$ cat config.mk
export PLATFORM = sky130hd
export DESIGN_NAME = serial_add_ctrl
export DESIGN_NICKNAME = d
export VERILOG_FILES = /design/src/rtl/serial_add_ctrl.sv
export SDC_FILE = /design/constraint.sdc
export NUM_CORES = 1
export LEC_CHECK = 0
export ABC_AREA = 1
export CORE_MARGIN = 2
export CORE_UTILIZATION = 44
export CTS_CLUSTER_SIZE = 30
export DETAILED_ROUTE_END_ITERATION = 16
export PLACE_DENSITY = 0.7
export SYNTH_ARGS = -nofsm -noshare
export SYNTH_HDL_FRONTEND = slang
export SYNTH_SLANG_ARGS = --single-unit
$ cat constraint.sdc
create_clock -name i_clk -period 1.01 [get_ports i_clk]
set_input_delay 0.202 -clock i_clk [delete_from_list [all_inputs] [get_ports i_clk]]
set_output_delay 0.202 -clock i_clk [all_outputs]
set_load 0.02 [all_outputs]
$ cat src/rtl/serial_add_ctrl.sv
// Bit-serial adder sequencer: two half adders plus a carry flop, one bit per clock, LSB first.
// Optional SERIAL_ADD_SUB_EN adds an i_sub port for two's-complement A-B.
module half_adder (
    input  logic i_x,
    input  logic i_y,
    output logic o_s,
    output logic o_c
);
    assign o_s = i_x ^ i_y;
    assign o_c = i_x & i_y;
endmodule

module serial_add_ctrl #(
    parameter int WIDTH = 4
) (
    input  logic             i_clk,
    input  logic             i_rst,
    input  logic             i_start,
    input  logic [WIDTH-1:0] i_a,
    input  logic [WIDTH-1:0] i_b,
`ifdef SERIAL_ADD_SUB_EN
    input  logic             i_sub,
`endif
    output logic             o_busy,
    output logic             o_done,
    output logic [WIDTH-1:0] o_sum,
    output logic             o_carry_out
);
    localparam int CW = (WIDTH > 1) ? $clog2(WIDTH) : 1;
    localparam logic [CW-1:0] LAST = CW'(WIDTH - 1);

    typedef enum logic [1:0] {S_IDLE, S_RUN, S_DONE} state_t;

    state_t           r_state;
    state_t           w_next;
    logic [WIDTH-1:0] r_shift_a;
    logic [WIDTH-1:0] r_shift_b;
    logic [WIDTH-1:1] r_shift_s;
    logic             r_c;
    logic [CW-1:0]    r_cnt;

    logic             w_s1, w_c1, w_s, w_c2, w_c_next;
    logic             w_accept, w_last;
    logic [WIDTH-1:0] w_s_next;
    logic [WIDTH-1:0] w_b_load;
    logic             w_c_load;

    half_adder u_ha1 (.i_x(r_shift_a[0]), .i_y(r_shift_b[0]), .o_s(w_s1), .o_c(w_c1));
    half_adder u_ha2 (.i_x(w_s1),         .i_y(r_c),          .o_s(w_s),  .o_c(w_c2));

    assign w_c_next = w_c1 | w_c2;
    assign w_accept = (r_state == S_IDLE) && i_start;
    assign w_last   = (r_state == S_RUN) && (r_cnt == LAST);
    // Result bits accumulate from the top; the oldest bit falls off the bottom on each shift.
    assign w_s_next = {w_s, r_shift_s};

`ifdef SERIAL_ADD_SUB_EN
    assign w_b_load = i_sub ? ~i_b : i_b;
    assign w_c_load = i_sub;
`else
    assign w_b_load = i_b;
    assign w_c_load = 1'b0;
`endif

    always_ff @(posedge i_clk or posedge i_rst) begin
        if (i_rst) r_state <= S_IDLE;
        else       r_state <= w_next;
    end

    always_comb begin
        w_next = r_state;
        case (r_state)
            S_IDLE:  if (i_start) w_next = S_RUN;
            S_RUN:   if (r_cnt == LAST) w_next = S_DONE;
            S_DONE:  w_next = S_IDLE;
            default: w_next = S_IDLE;
        endcase
    end

    always_ff @(posedge i_clk or posedge i_rst) begin
        if (i_rst) begin
            r_shift_a   <= '0;
            r_shift_b   <= '0;
            r_shift_s   <= '0;
            r_c         <= 1'b0;
            r_cnt       <= '0;
            o_sum       <= '0;
            o_carry_out <= 1'b0;
        end else if (w_accept) begin
            r_shift_a <= i_a;
            r_shift_b <= w_b_load;
            r_c       <= w_c_load;
            r_cnt     <= '0;
        end else if (r_state == S_RUN) begin
            r_shift_a <= {1'b0, r_shift_a[WIDTH-1:1]};
            r_shift_b <= {1'b0, r_shift_b[WIDTH-1:1]};
            r_shift_s <= w_s_next[WIDTH-1:1];
            r_c       <= w_c_next;
            r_cnt     <= r_cnt + CW'(1);
            if (w_last) begin
                o_sum       <= w_s_next;
                o_carry_out <= w_c_next;
            end
        end
    end

    assign o_busy = (r_state == S_RUN);
    assign o_done = (r_state == S_DONE);
endmodule

# Word level (Yosys, flattened, before mapping)
# Cells that the tools add are included.
[word_totals]
out_inout_bits = 7
wordCells = 38
regBits = 21
input_bits = 11
[classes]
muxes = 11
n_eq_ne = 5
reduce_logical = 7
n_addsub = 1
bitwise = 6
[ops]
columns = ["op", "count"]
rows = [
  ["4-bit 2-to-1 mux", 4],
  ["2-bit 2-to-1 mux", 4],
  ["2-bit equality test (second input constant)", 2],
  ["2-bit one-hot mux with 2 select lines", 1],
  ["2-bit AND reduction", 2],
  ["3-bit AND reduction", 1],
  ["2-bit by 1-bit adder with 2-bit output (second input constant)", 1],
  ["1-bit bitwise AND", 2],
  ["2-bit by 1-bit equality test with 1-bit output (second input constant)", 1],
  ["1-bit logical AND", 2],
  ["2-bit zero test", 1],
  ["1-bit 2-to-1 mux", 2],
  ["2-bit by 1-bit inequality test with 1-bit output (second input constant)", 1],
  ["2-bit inequality test (second input constant)", 1],
  ["2-bit nonzero test", 1],
  ["1-bit bitwise XOR", 2],
  ["1-bit NOT", 1],
  ["1-bit OR", 1],
]

# Longest topological paths before layout
[depth]
word_depth = 5
ltp_mapped = 6
depth_no_buf = 6

# Cells and area by module
# From an unflattened synthesis, not the netlist that was laid out.
[unflattened]
hier_cells = 104
hier_area_um2 = 940.9
[modules_own_cells]
columns = ["mod", "cells_per_inst", "area_per_inst_um2", "n_inst"]
rows = [
  ["serial_add_ctrl", 102, 915.9, 1],
  ["half_adder", 1, 12.5, 2],
]

# Worst setup path before layout
# Ideal clock, no wire load.
[synth_timing]
path_kind = "register to register"
from = "register r_c"
to = "register o_sum[3]"
required_time_ns = 0.893
path_slack_ns = -0.083
synth_period_minus_slack_ns = 1.093
path_stages_with_launch = 4
path_buffers = 0
arrival_time_ns = 0.976
cell_sequence = "dfrtp_1 > fa_1 > nand2_1 > nand2_1"
[synth_via]
elab_chain_cells = 1
[synth_rtl]
columns = ["item", "line", "rtl"]
rows = [
  ["start, declared", "39", "logic r_c;"],
  ["start signal, assigned", "92", "r_c <= w_c_load;"],
  ["start signal, assigned", "98", "r_c <= w_c_next;"],
  ["1-bit bitwise XOR", "9", "assign o_s = i_x ^ i_y;"],
  ["via u_ha2.o_s", "6", "output logic o_s,"],
  ["end signal, assigned", "101", "o_sum <= w_s_next;"],
  ["end, declared", "26", "output logic [WIDTH-1:0] o_sum,"],
]
# The timed path passes the listed nets, and every way through them passes these cells.
# A chain may end at the register's enable or synchronous reset.

# Final worst setup path
[layout_timing]
from = "register r_state[1]"
to = "output port o_busy"
[layout_via]
elab_chain_cells = 1
[layout_rtl]
columns = ["item", "line", "rtl"]
rows = [
  ["start, declared", "34", "state_t r_state;"],
  ["start signal, assigned", "67", "else r_state <= w_next;"],
  ["2-bit by 1-bit equality test with 1-bit output", "107", "assign o_busy = (r_state == S_RUN);"],
  ["end, declared", "24", "output logic o_busy,"],
]
# No other way between the ends.

==> run metrics <==
status finished, violations left; failing checks negative setup slack; Worst-path clk slew 0.12 ns; Inst Count DP 152; worst-path maximum fanout 3; CTS Root Cell clkbuf_4; Post-Route Skew 0.00748 ns; Leak between 0.7 and 0.8 nW; #FFs+latches synth 21; Post-DP HPWL 1290 um; Finished Layout Cells 174; post-route setup TNS -3.12 ns; GRT overflow 0; CTS buffer count 3; core box area slightly below 2000 um2; worst reg2reg setup slack -0.18 ns; sequential cell area 527 um2; sequential share of the synthesized area 0.578; Pint 2.77 mW; TritonCTS clock tree yes; Total Wirelength 2210 um; Sw Pwr 1.84 mW; Port Buffers 17; total track usage 0.184; Crit path largest cell delay about 0.40 ns; startpoint types flop; syn nets 116; First-pass DRT Iterations 4; critical path class flop to output pin; vias in the first global route 746; power density over cell area 3040 nW/um2; Nets 161; Hold-fix buffers, CTS 0; crit path cell chain inv_2, nand2_4, inv_4, buf_6; WP data required between 0.8 and 0.9 ns; Total Die Area 2450 um2; Clock Power Share 0.088; DR vias 860; CP startpoint r_state[1]; drt wl/cell 12.7 um; Ports 18; max-cap viol count 0; routability cong. 0.762; final hold vios 0; Placed Area roughly 1200 um2; Initial Utilization 0.464; Final Util 0.775; crit path time final 1.22 ns; sw frac 0.399; filler instances 133; final setup margin -0.206 ns; final setup fails 28; CP max stage cell dfrtp_1; Synth area leaders dfrtp_1 (58%), nand2_1 (21%), nand3_1 (7.7%), fa_1 (2.2%), inv_1 (1.7%); Crit. End Element output pin; H-tree depth 1; Mapped Cells 103; clk buf depth 2; first-pass GRT wire length 3400 um; Skew-Pair Late Insertion Delay approximately 0.30 ns; clk sinks 21; layout cells sized above 1 0.497; crit path DAT 1.01 ns; Sequential Power Share 0.320; largest net degree at the start of global routing 22; initial drt markers 21; Peak VDD IR 2.34 mV; dpl ws -0.451 ns; RSZ-0062 raised after global routing yes; fin crit share 1.20; synthesized area 910 um2; WHS 0.203 ns; Multi-input gate area 502 um2; Final Max Tran Viols 0; share of the synthesized area in the top cell type 0.578; initial antenna violation count 0; ANT nets after route 0; Vias/cell 4.94; Mean Syn Cell Area 8.83 um2; # diodes 0; Logic pwr share 0.592; worst min path class primary input to asynchronous set/reset pin; synthesis warning total 0; Rel. slew slack 0.832; Die H 49.5 um; Crit path buffers/inverters 3; post-synthesis cell type count 16; worst-margin pin slew 0.252 ns; residual DRC count 0; FMAX 0.822 GHz; Yosys top cell by area dfrtp_1; Layout area overhead 67.1%; Largest delay share family, worst path flip-flops; Rows 16; die width 49.5 um; Design Area, Final 1520 um2; Total Power 4.62 mW; worst r2r src r_state[0]
synth_stat cells:
master	n
inv_1	4
nand2_4	1
buf_6	1
inv_2	1
o21ai_1	1
buf_4	1
nand3_1	14
fa_1	1
ha_1	1
nor2_4	1
buf_2	1
nor2_1	1
dfrtp_1	21
nand2_1	51
o21ai_0	2
nor2_2	1
final timing paths:
| path | endpoint | cells after the start |
|---|---|---|
| max | o_busy | 4 |
| min | o_carry_out | 3 |
| max reg2reg | r_shift_a[0] | 7 |
| min reg2reg | r_shift_s[1] | 2 |
| max in group asynchronous | r_state[0] | 3 |
| min in group i_clk | r_shift_b[3] | 3 |
power groups by stage:
stage,registers (mW),logic [mW],clock network [mW]
4_1_cts,1.44,2.04,0.418
5_1_grt,1.52,2.93,0.457
6_report,1.48,2.73,0.406
2_1_floorplan,1.52,0.900,0
3_5_place_dp,1.46,1.60,0
3_3_place_gp,1.44,1.55,0
area by class of cell:
type | instances | area share
Sequential cell | 21 | 0.347
Multi-Input combinational cell | 75 | 0.330
Timing Repair Buffer | 42 | 0.269
Tap cell | 27 | 0.0222
Clock buffer | 3 | 0.0148
Inverter | 5 | 0.0140
Clock inverter | 1 | 0.00329
worst register-to-register path: stages, from the launching register on:
cell and delay (ns):
dfrtp_2 0.46, nand2_4 0.10, inv_4 0.04, buf_4 0.13, buf_8 0.14, buf_6 0.13
nand2_2 0.05, nand3_2 0.06
sequential cells by signal (all words and copies together), names as in the netlist:
name	flops
o_carry_out	1
o_sum	4
r_c	1
r_cnt	2
r_shift_a	4
r_shift_b	4
r_shift_s	3
r_state	2
routing by layer:
metal,share of wire,vias up,global-route usage
li1,-,414,-
met1,0.41,413,0.262
met2,0.53,31,0.279
met3,0.054,2,0.0394
met4,0.0050,0,0.0648
met5,0,-,0
repair_timing:
action	in CTS	in global routing
pin swaps	14	19
resized for setup	55	36
cloned	1	0
endpoints found under the setup margin	28	27
buffers inserted	9	9
cell families (layout without fill, tap and decap cells):
logic type | Yosys count | after routing | synth area share
simple gates | 69 | 69 | 0.323
compound gates | 3 | 4 | 0.0165
flops | 21 | 21 | 0.578
buf+inv | 8 | 51 | 0.0468
fa+ha+maj | 2 | 2 | 0.0358
cell usage in the layout, fill, tap and decap left out:
master and count:
buf_12 1, buf_4 17, buf_6 13, buf_8 1, clkbuf_4 3, clkdlybuf4s50_1 10
clkinv_2 1, dfrtp_1 20, dfrtp_2 1, fa_2 1, ha_4 1, inv_1 3
inv_2 1, inv_4 1, nand2_1 37, nand2_2 13, nand2_4 1, nand2_8 1
nand3_1 2, nand3_2 12, nor2_1 1, nor2_4 2, o21ai_1 1, o21ai_2 1
o21ai_4 2
No activity file was read; power rests on OpenSTA's default activity.
